--- config.mk ---
export PLATFORM = sky130hd
export DESIGN_NAME = output_capture
export DESIGN_NICKNAME = d
export VERILOG_FILES = /design/src/rtl/output_capture_pkg.sv /design/src/rtl/fifo_sync.sv /design/src/rtl/output_capture.sv
export SDC_FILE = /design/constraint.sdc
export NUM_CORES = 1
export LEC_CHECK = 0
export ABC_AREA = 0
export BUFFER_PORTS_ARGS = -buffer_cell sky130_fd_sc_hd__buf_2
export CAP_MARGIN = 20
export CORE_MARGIN = 8
export CORE_UTILIZATION = 35
export DETAILED_ROUTE_END_ITERATION = 7
export SETUP_SLACK_MARGIN = 0.1
export SYNTH_ARGS = -nofsm -noshare
export SYNTH_HDL_FRONTEND = slang
export SYNTH_SLANG_ARGS = --single-unit
--- constraint.sdc ---
create_clock -name clock -period 3.35 [get_ports clock]
set_clock_uncertainty 0.1 [all_clocks]
set_input_delay 0 -clock clock [delete_from_list [all_inputs] [get_ports clock]]
set_output_delay 0 -clock clock [all_outputs]
set_load 0.005 [all_outputs]
--- src/rtl/output_capture_pkg.sv ---
// ============================================================================
// Module   : output_capture_pkg
// Purpose  : Shared defaults and FSM state encoding for output_capture.
// Revision : 1.0 - initial release
// ============================================================================
`default_nettype none

package output_capture_pkg;

  localparam int unsigned C_WIDTH = 16;
  localparam int unsigned C_DEPTH = 8;

  typedef enum logic [1:0] {
    ST_RUN   = 2'd0,
    ST_DRAIN = 2'd1,
    ST_DONE  = 2'd2
  } state_t;

endpackage

`default_nettype wire

--- src/rtl/fifo_sync.sv ---
// ============================================================================
// Module   : fifo_sync
// Purpose  : Synchronous FIFO with registered storage, pointers and occupancy.
// Revision : 1.0 - initial release
// ============================================================================
`default_nettype none

module fifo_sync
  import output_capture_pkg::*;
#(
  parameter int WIDTH = C_WIDTH,
  parameter int DEPTH = C_DEPTH
) (
  input  logic                     clock,
  input  logic                     resetn,
  input  logic                     push,
  input  logic                     pop,
  input  logic [WIDTH-1:0]         wdata,
  output logic [WIDTH-1:0]         rdata,
  output logic                     full,
  output logic                     empty,
  output logic [$clog2(DEPTH):0]   count
);

  localparam int AW = $clog2(DEPTH);
  localparam logic [AW:0] C_FULL = DEPTH[AW:0];

  logic [WIDTH-1:0] r_mem [DEPTH];
  logic [AW-1:0]    r_wptr;
  logic [AW-1:0]    r_rptr;
  logic [AW:0]      r_count;
  logic             w_wr;
  logic             w_rd;

  assign full  = (r_count == C_FULL);
  assign empty = (r_count == '0);
  assign count = r_count;
  assign rdata = r_mem[r_rptr];

  // A write into a full FIFO is legal only when the head leaves in the same cycle.
  assign w_wr = push && (!full || pop);
  assign w_rd = pop && !empty;

  always_ff @(posedge clock) begin
    if (!resetn) begin
      r_wptr  <= '0;
      r_rptr  <= '0;
      r_count <= '0;
      for (int i = 0; i < DEPTH; i++) begin
        r_mem[i] <= '0;
      end
    end else begin
      if (w_wr) begin
        r_mem[r_wptr] <= wdata;
        r_wptr        <= r_wptr + 1'b1;
      end
      if (w_rd) begin
        r_rptr <= r_rptr + 1'b1;
      end
      case ({w_wr, w_rd})
        2'b10:   r_count <= r_count + 1'b1;
        2'b01:   r_count <= r_count - 1'b1;
        default: r_count <= r_count;
      endcase
    end
  end

endmodule

`default_nettype wire

--- src/rtl/output_capture.sv ---
// ============================================================================
// Module   : output_capture
// Purpose  : Captures processor output words into a FIFO, drains after halt.
// Revision : 1.0 - initial release
// ============================================================================
`default_nettype none

module output_capture
  import output_capture_pkg::*;
#(
  parameter int WIDTH = C_WIDTH,
  parameter int DEPTH = C_DEPTH
) (
  input  logic                     clock,
  input  logic                     resetn,
  input  logic [WIDTH-1:0]         bus,
  input  logic                     bus_enable,
  input  logic                     halt,
  output logic [WIDTH-1:0]         out_data,
  output logic                     out_valid,
  input  logic                     out_ready,
  output logic [$clog2(DEPTH):0]   count,
  output logic [15:0]              total,
  output logic                     overflow,
  output logic                     done
);

  state_t      r_state;
  state_t      w_state_next;
  logic [15:0] r_total;
  logic        r_overflow;
  logic        w_full;
  logic        w_empty;
  logic        w_run;
  logic        w_push;
  logic        w_pop;
  logic        w_drop;

  fifo_sync #(
    .WIDTH (WIDTH),
    .DEPTH (DEPTH)
  ) u_fifo (
    .clock  (clock),
    .resetn (resetn),
    .push   (w_push),
    .pop    (w_pop),
    .wdata  (bus),
    .rdata  (out_data),
    .full   (w_full),
    .empty  (w_empty),
    .count  (count)
  );

  assign w_run     = (r_state == ST_RUN);
  assign out_valid = !w_empty && (r_state != ST_DONE);
  assign w_pop     = out_valid && out_ready;
  assign w_push    = bus_enable && w_run && (!w_full || w_pop);
  assign w_drop    = bus_enable && w_run && w_full && !w_pop;
  assign total     = r_total;
  assign overflow  = r_overflow;

  always_ff @(posedge clock) begin
    if (!resetn) begin
      r_state    <= ST_RUN;
      r_total    <= '0;
      r_overflow <= 1'b0;
    end else begin
      r_state <= w_state_next;
      if (w_push) begin
        r_total <= r_total + 16'd1;
      end
      if (w_drop) begin
        r_overflow <= 1'b1;
      end
    end
  end

  always_comb begin
    w_state_next = r_state;
    done         = 1'b0;
    case (r_state)
      ST_RUN: begin
        if (halt) w_state_next = ST_DRAIN;
      end
      ST_DRAIN: begin
        if (w_empty) w_state_next = ST_DONE;
      end
      ST_DONE: begin
        done = 1'b1;
      end
      default: begin
        w_state_next = ST_RUN;
      end
    endcase
  end

endmodule

`default_nettype wire
Word level (Yosys, flattened, before mapping)
Memory sizes are Yosys's and may differ from the RTL's. A register that Yosys moved wholly into a read port is not among the register bits.
Index checks and enable logic that the tools add are counted.
- reduce and logical (&&, ||, !) cells: 17
- add/sub/neg operators: 5
- mux-type cells: 14
- eq/ne operators: 8
- bitwise gates (word level): 1
- operators by type and width (cell ; number):
    adder 16 x 1 -> 16 bit (second input constant) ; 1
    2-to-1 mux 16 bit ; 1
    OR reduction 16 bit ; 1
    2-to-1 mux 3 bit ; 3
    logical AND 1 bit ; 8
    one-hot mux 4 bit (2 select lines) ; 1
    adder 3 x 1 -> 3 bit (second input constant) ; 2
    2-to-1 mux 1 bit ; 6
    one-hot mux 2 bit (3 select lines) ; 1
    adder 4 x 1 -> 4 bit (second input constant) ; 1
    == test 2 x 1 -> 1 bit (second input constant) ; 2
    == test 2 bit (second input constant) ; 2
    == test 4 bit (second input constant) ; 1
    zero test 4 bit ; 1
    2-to-1 mux 2 bit ; 2
    inequality test 2 bit (second input constant) ; 2
    subtractor 4 x 1 -> 4 bit (second input constant) ; 1
    zero test 1 bit ; 3
    AND reduction 3 bit ; 1
    zero test 2 bit ; 1
    inequality test 2 x 1 -> 1 bit (second input constant) ; 1
    nonzero test 2 bit ; 1
    logical OR 1 bit ; 1
    NOT 1 bit ; 1
- memory bits (writable): 128
- memories kept: 1
- register bits: 29
- word-level logic and storage cells: 52
- memory list (memory ; words ; width ; rd ports ; clocked after memory_dff ; wr ports ; RTL line ; source):
    u_fifo.r_mem ; 8 ; 16 ; 1 ; 1 ; 8 ; fifo_sync.sv:28 ; logic [WIDTH-1:0] r_mem [DEPTH];

Depth between registers and ports, before layout
Gate-level depths: netlist of the first run.
- word-level depth: 12
- depth in mapped cells: 11
- mapped depth without buffers: 10

Cells and area by module
A second synthesis of the first run with hierarchy kept.
- cell total of the unflattened synthesis: 542
- area total of the unflattened synthesis: 7337.0 um^2
- by module, submodules not included (module ; area each (um^2) ; sequential area each (um^2) ; cells each ; instances):
    fifo_sync ; 6433.7 ; 4103.9 ; 436 ; 1
    output_capture ; 903.4 ; 380.4 ; 106 ; 1

Worst setup path after synthesis of the first run
OpenSTA, ideal clock, no wires.
- kind: register to register
- from: reg u_fifo.r_count[2], in the netlist u_fifo.count[2]
- to: mem u_fifo.r_mem[0][0] in the netlist's numbering, enable pin
- cell stages (with the launch flop): 7
- data required time: 2.839 ns
- buffers on the path: 1
- arrival: 2.465 ns
- setup time: 0.411 ns
- period minus slack after synthesis: 2.976 ns
- slack: 0.374 ns
- cells stage by stage: dfxtp_1 or4b_4 o211a_1 inv_2 or3_1 buf_4 o21ai_0
- RTL lines (element ; RTL line ; source):
    start: declaration ; fifo_sync.sv:31 ; logic [AW:0] r_count;
    start signal: assignment ; fifo_sync.sv:61 ; 2'b10: r_count <= r_count + 1'b1;
    start signal: assignment ; fifo_sync.sv:62 ; 2'b01: r_count <= r_count - 1'b1;
    start signal: assignment ; fifo_sync.sv:63 ; default: r_count <= r_count;
    end: declaration ; fifo_sync.sv:28 ;

Worst setup path after layout of the first run
- from: reg u_fifo.r_count[1], in the netlist u_fifo.count[1]
- to: reg u_fifo.r_count[2], in the netlist u_fifo.count[2]
- longest elaborated chain between the ends: 9
- elaborated cells between the ends (all ways): 16
- those cells by class: 2 x add/sub; 3 x eq/ne; 1 x mux; 10 x reduce/logical
- ends and longest elaborated chain (element ; RTL line ; source):
    zero test 4 bit ; fifo_sync.sv:36 ; assign empty = (r_count == '0);
    zero test 1 bit ; fifo_sync.sv:42, output_capture.sv:55 ;
    logical AND 1 bit ; output_capture.sv:55 ; assign out_valid = !w_empty && (r_state != ST_DONE);
    logical AND 1 bit ; output_capture.sv:56 ; assign w_pop = out_valid && out_ready;
    logical OR 1 bit ; fifo_sync.sv:41, output_capture.sv:57 ;
    logical AND 1 bit ; output_capture.sv:57 ; assign w_push = bus_enable && w_run && (!w_full || w_pop);
    logical AND 1 bit ; fifo_sync.sv:41 ; assign w_wr = push && (!full || pop);
    == test 2 x 1 -> 1 bit / == test 2 bit (equally long branches) ; fifo_sync.sv:60 ; case ({w_wr, w_rd})
    one-hot mux 4 bit (2 select lines) / nonzero test 2 bit (equally long branches) ; - ;
Several ways; a longest one is shown, not always the timed one.
A chain may end at the register's enable or synchronous reset.

==> results of run 1 <==
==> kinds of logic after synthesis <==
| kind of cell | count (synthesis) | share of synthesized area (%) |
|---|---|---|
| compound gates | 50 | 4.22 |
| xor+xnor | 5 | 0.606 |
| mux | 55 | 13.4 |
| flops | 160 | 62.0 |
| simple gates | 235 | 15.0 |
| buf+inv | 43 | 3.84 |
| fa+ha+maj | 5 | 0.866 |
==> cell type report <==
type,instances,share of cell area [%]
well taps,270,3.95
repair buffers,99,7.59
inverters,7,0.308
flip-flops and latches,160,52.5
clock inverters,15,1.80
clock buffers,17,4.98
multi-input cells,350,28.9
==> flip-flops by register name, indices dropped and copies added (netlist names), named ones only <==
signal / flops
u_fifo.count: 4
r_state: 2
u_fifo.r_wptr: 3
total: 16
overflow: 1
u_fifo.r_rptr: 3
u_fifo.r_mem: 128
==> repair_timing <==
item,4_1_cts,5_1_grt
buffers inserted,0,0
hold buffers,21,0
endpoints found under the hold margin,134,0
==> report_power, final <==
group          leakage (µW)  switching (µW)  internal [µW]
Clock              0.000286             810           1110
Combinational       0.00119             746            734
Sequential          0.00159             159           2350
==> cells in the final DEF (no fill, tap or decap), types with 7 or more instances in the layout <==
cell type	synthesis	routed
or3_1	8	8
buf_4	1	19
dfxtp_1	32	31
dlygate4sd3_1	0	21
a21oi_1	18	18
o21ai_0	18	10
edfxtp_1	128	128
o21ai_1	0	8
mux4_2	32	32
clkbuf_16	0	17
nand2_1	39	39
mux2_2	16	16
nor2_1	143	143
mux2i_1	7	7
buf_2	5	59
==> worst register-to-register path, delay by kind of cell (launching register included) <==
family / cells / cell delay, ps
and+or+nand+nor: 3 / 1240
adders and majority gates: 2 / 530
DFF: 1 / 400
AOI/OAI and AO/OA: 2 / 290
xor gates and xnor gates: 1 / 180
muxes: 1 / 140
==> worst min path at each step <==
stage                      end  cells after the start  slack (ps)   start
2_1_floorplan  u_fifo.count[2]                      2          50  resetn
3_3_place_gp        r_state[0]                      3         180    halt
3_5_place_dp        r_state[0]                      3         210    halt
4_1_cts             r_state[0]                      4         310    halt
5_1_grt             r_state[0]                      4         390    halt
6_report            r_state[0]                      4         340    halt
==> synthesized netlist by cell type, types with 3 or more instances <==
master    count  share of area (%)
nor2_1      143                7.4
edfxtp_1    128                 53
nand2_1      39                2.0
dfxtp_1      32                8.9
mux4_2       32                 10
a21oi_1      18                1.2
o21ai_0      18                1.2
mux2_2       16                2.5
buf_6        14                2.2
clkbuf_1     14               0.73
or3_1         8               0.69
mux2i_1       7               0.97
inv_1         6               0.31
nand3_1       6               0.42
nand4_1       6               0.52
o31ai_1       6               0.62
or4_1         6               0.62
buf_2         5               0.35
ha_1          5               0.87
nand2b_1      4               0.35
and2_1        3               0.26
nor2b_1       3               0.26
or3b_2        3               0.36
xnor2_1       3               0.36
==> per-layer routing <==
layer | global-route usage [%] | vias to the layer above | share of wire (%)
li1 | - | 2194 | -
met1 | 15.8 | 2388 | 43
met2 | 22.9 | 149 | 51
met3 | 3.78 | 9 | 6.3
met4 | 2.96 | 0 | 0.49
met5 | 0 | - | 0
==> metrics by stage <==
step	util, %	hold slack [ps]	std cells	area [µm²]
detailed placement	38.3	209	865	7750
global route	42.2	388	918	8540
CTS	42.2	306	918	8540
finish	42.2	338	918	8540
floorplan	-	52.3	553	7230
global placement	38.3	180	865	7750
==> flow_summary.json, run 1 <==
{
  "cts-root-buf": "clkbuf_16",
  "cp.arrival_ps": 3200,
  "path_buf_inv": 0,
  "power_density_nw_per_um2": 692,
  "path_max_fanout": 11,
  "chipWidth_um": 160,
  "rr_endpoint": "u_fifo.count[2]",
  "required_ps": 3550,
  "worstPathCellList": "or4_4 > and3_1 > ha_1 > xor2_1 > ha_1 > or3b_2 > a41oi_1 > a311oi_2 > mux2i_1",
  "n_fill_cell": 1877,
  "max-cap-violations": 0,
  "rrSetupSlack_ps": 340,
  "hold_class": "input pin to flop",
  "worstMarginPinSlew_ps": 1040,
  "synth_seq_area_share_pct": 62.0,
  "grt_pass1_wl_um": 26100,
  "fin_nets": 661,
  "synth_area_per_cell_um2": 13.1,
  "p_leak_uw": 0.00307,
  "synth-edff-count": 128,
  "dieHeight_um": 160,
  "status": "finished clean",
  "clkTransAtPathRegs_ps": 60,
  "drive_above_1_share_pct": 25.9,
  "drtAntennaViolNets": 0,
  "cp.depth": 9,
  "setup_violations": 0,
  "async_flop_share_pct": 0,
  "max_stage_delay_ps": 530,
  "rsz0062_at_grt": "no",
  "antenna_found_initial": 0,
  "grt.total_usage_pct": 13.1,
  "io_buffers": 59,
  "cts_resized": 0,
  "first_pass_iters": 4,
  "grt_max_degree": 35,
  "cts.sinks": 160,
  "netlist_instances": 553,
  "path_class": "flop to flop",
  "cp-startpoint": "u_fifo.count[1]",
  "vias_per_cell": 5.16,
  "netlist_area_um2": 7230,
  "seqCellArea_um2": 4490,
  "antenna_cells": 0,
  "h-tree-depth": 4,
  "p_total_uw": 5910,
  "dpl_worst_slack_ps": 360,
  "finalHoldViolCount": 0,
  "drc": 0,
  "overflow": 0,
  "clk_path_buf_depth": 2,
  "min_period_ps": 3010,
  "dp.final_hpwl_um": 10400,
  "wl_um": 16900,
  "cts_tree": "done",
  "max_clock_freq_mhz": 333,
  "multiInputGateArea_um2": 2470,
  "syn_to_final_growth_pct": 18.2,
  "ys_seq_elements": 160,
  "num_rows": 52,
  "vias": 4740,
  "reg2reg_depth": 9,
  "numCtsBuffers": 17,
  "end_kind": "flop",
  "core_area_um2": 20200,
  "reg2reg_from": "u_fifo.count[1]",
  "worst_slack_ps": 344,
  "drt-initial-drc-count": 233,
  "dieArea_um2": 25500,
  "yosys_warnings": 0,
  "syn_nets": 579,
  "cp-endpoint": "u_fifo.count[2]",
  "yosysUniqueCellTypes": 48,
  "crit_top_cell": "ha_1",
  "io_pins": 60,
  "wl_per_cell_um": 18.4,
  "synth_flop_cell": "edfxtp_1",
  "fin_crit_sh_pct": 89.7,
  "start_util_pct": 35.7,
  "slew_headroom_pct": 30.5,
  "vdd_drop_max_uv": 395,
  "path_delay_family": "simple AND/OR/NAND/NOR gates",
  "cp-start-kind": "flop",
  "clock_latency_ps": 410,
  "tns_ps": 0,
  "grt_pass1_vias": 4881,
  "cp_slowest_cell": "or4_4",
  "gp_congestion": 0.746,
  "drv_slew": 0
}
(Power assumes the default switching activity.)
==> run 2: changes to the inputs <==
--- a/config.mk
+++ b/config.mk
@@ -5,9 +5,10 @@
 export SDC_FILE = /design/constraint.sdc
 export NUM_CORES = 1
 export LEC_CHECK = 0
-export ABC_AREA = 0
+export ABC_AREA = 1
 export BUFFER_PORTS_ARGS = -buffer_cell sky130_fd_sc_hd__buf_2
 export CAP_MARGIN = 20
+export CORE_ASPECT_RATIO = 1.4
 export CORE_MARGIN = 8
 export CORE_UTILIZATION = 35
 export DETAILED_ROUTE_END_ITERATION = 7
==> flow_summary.json, run 2 <==
{
  "status": "finished clean",
  "wl_um": 19800,
  "rrSetupSlack_ps": 670,
  "synth_common_cells": "253 x nor2_1, 128 x edfxtp_1, 118 x nand2_1, 46 x inv_1, 42 x o21ai_0",
  "postCtsSetupBuffers": 0,
  "rsz0062_at_grt": "no",
  "drt-initial-drc-count": 447,
  "synth_area_per_cell_um2": 9.45,
  "cts_resized": 0,
  "reg2reg_depth": 8,
  "synth_seq_area_share_pct": 61.2,
  "final_common_cell": "nor2_1",
  "clk_path_buf_depth": 2,
  "drtAntennaViolNets": 0,
  "reg2reg_from": "u_fifo.count[2]",
  "end_kind": "flop",
  "cts-root-buf": "clkbuf_16",
  "setup_violations": 0,
  "numCtsBuffers": 17,
  "clock_latency_ps": 430,
  "tns_ps": 0,
  "start_util_pct": 35.7,
  "power_density_nw_per_um2": 691,
  "h-tree-depth": 4,
  "hold_end": "u_fifo.r_mem[0][1]",
  "required_ps": 3310,
  "drv_slew": 0,
  "synth-edff-count": 128,
  "final_cell_mix": "253 x nor2_1, 128 x edfxtp_1, 118 x nand2_1",
  "yosys_warnings": 0,
  "netlist_instances": 776,
  "dp.final_hpwl_um": 13700,
  "syn_nets": 802,
  "finalHoldViolCount": 0,
  "grt.total_usage_pct": 15.0,
  "synth_top_area_share_pct": 52.4,
  "synth_area_leader_cell": "edfxtp_1",
  "ys_seq_elements": 160,
  "hold_class": "input pin to flop",
  "cp.arrival_ps": 2640,
  "holdPathStages": 3,
  "cts-hold-fix-buffers": 15,
  "grt_pass1_vias": 5496,
  "num_rows": 62,
  "yosysMostFrequentCell": "nor2_1",
  "fin_util_pct": 41.8,
  "largest_register_ffs": 128,
  "first_pass_iters": 5,
  "async_flop_share_pct": 0,
  "hold_start": "bus[1]",
  "grt_pass1_wl_um": 30300,
  "core_area_um2": 20600,
  "cts.sinks": 160,
  "chipWidth_um": 138,
  "fin_nets": 869,
  "yosys-top-cells-area": "edfxtp_1 52%, nor2_1 13%, dfxtp_1 8.7%",
  "cp-start-kind": "flop",
  "antenna_cells": 0,
  "dieArea_um2": 25900,
  "io_buffers": 59,
  "dieHeight_um": 187,
  "rr_endpoint": "u_fifo.r_mem[3][0]",
  "fin_crit_sh_pct": 80.1,
  "p_leak_uw": 0.00354,
  "drc": 0,
  "worstMarginPinSlew_ps": 801,
  "path_class": "flop to flop",
  "min_period_ps": 2680,
  "vias": 5616,
  "slew_headroom_pct": 46.5,
  "gp_congestion": 0.833,
  "regMostFlops": "u_fifo.r_mem",
  "synth_flop_cell": "edfxtp_1",
  "max_clock_freq_mhz": 373,
  "wl_per_cell_um": 17.8,
  "max-cap-violations": 0,
  "path_max_fanout": 27,
  "drive_above_1_share_pct": 14.0,
  "vdd_drop_max_uv": 395,
  "vias_per_cell": 5.05,
  "overflow": 0,
  "yosysUniqueCellTypes": 32,
  "n_fill_cell": 2005,
  "cts_tree": "done",
  "clkTransAtPathRegs_ps": 60,
  "syn_to_final_growth_pct": 17.2,
  "io_pins": 60,
  "antenna_found_initial": 0,
  "netlist_area_um2": 7330,
  "grt_max_degree": 65
}
==> run 2: per-layer routing <==
| layer | part of all wire, % | vias to the layer above | global-route usage [%] |
|---|---|---|---|
| met2 | 51 | 182 | 26.1 |
| met5 | 0 | - | 0 |
| li1 | - | 2734 | - |
| met1 | 41 | 2661 | 16.9 |
| met4 | 3.3 | 0 | 7.59 |
| met3 | 5.3 | 39 | 3.28 |
==> run 2: kinds of logic after synthesis <==
family / after synthesis / synth area share, %
flops: 160 / 61.2
xor+xnor: 10 / 1.19
simple gates: 418 / 23.6
buf+inv: 88 / 4.97
fa+ha+maj: 5 / 0.853
compound gates: 95 / 8.21
==> run 2: final cells by class <==
class	count	area (µm²)	share of cell area (%)
clock buffer	18	429	5.00
clock inverter	14	146	1.70
inverter	50	188	2.19
multi-input combinational	528	2480	28.9
sequential	160	4490	52.2
tap	256	320	3.73
timing repair buffer	86	536	6.24
==> run 2: power breakdown <==
group | internal (µW) | switching [µW]
clock network | 1150 | 751
logic | 557 | 1000
registers | 2310 | 160
==> run 2: how the worst max path moves through the flow <==
stage                               start             endpoint  slack [ps]  depth (start not counted)
final                     u_fifo.count[2]   u_fifo.r_mem[3][0]         670                          8
after global routing      u_fifo.count[2]  u_fifo.r_mem[2][15]         510                          8
after CTS                 u_fifo.count[2]   u_fifo.r_mem[3][1]         670                          8
after detailed placement  u_fifo.count[2]   u_fifo.r_mem[3][1]         690                          8
after global placement    u_fifo.count[2]  u_fifo.r_mem[3][13]         740                          8
after floorplan           u_fifo.count[0]   u_fifo.r_mem[3][0]        1160                          9
==> run 2: per-stage QoR <==
step / std cells / instance area (µm²) / setup WS [ps] / hold WS [ps] / total power [µW]
4_1_cts: 1112 / 8590 / 671 / 10.6 / 5980
2_1_floorplan: 776 / 7330 / 1160 / 47.3 / 3500
3_5_place_dp: 1065 / 7860 / 685 / 161 / 4070
5_1_grt: 1112 / 8590 / 509 / 10.5 / 6240
6_report: 1112 / 8590 / 666 / 3.19 / 5930
3_3_place_gp: 1065 / 7860 / 736 / 167 / 4060
==> run 2: critical path, stage by stage (launching register included) <==
cell	delay, ps
dfxtp_1	410
nor2_1	100
nand2_4	100
nand3_4	100
nand2_2	100
nand2_4	190
nor3_4	350
nand2_4	230
nand2_1	630
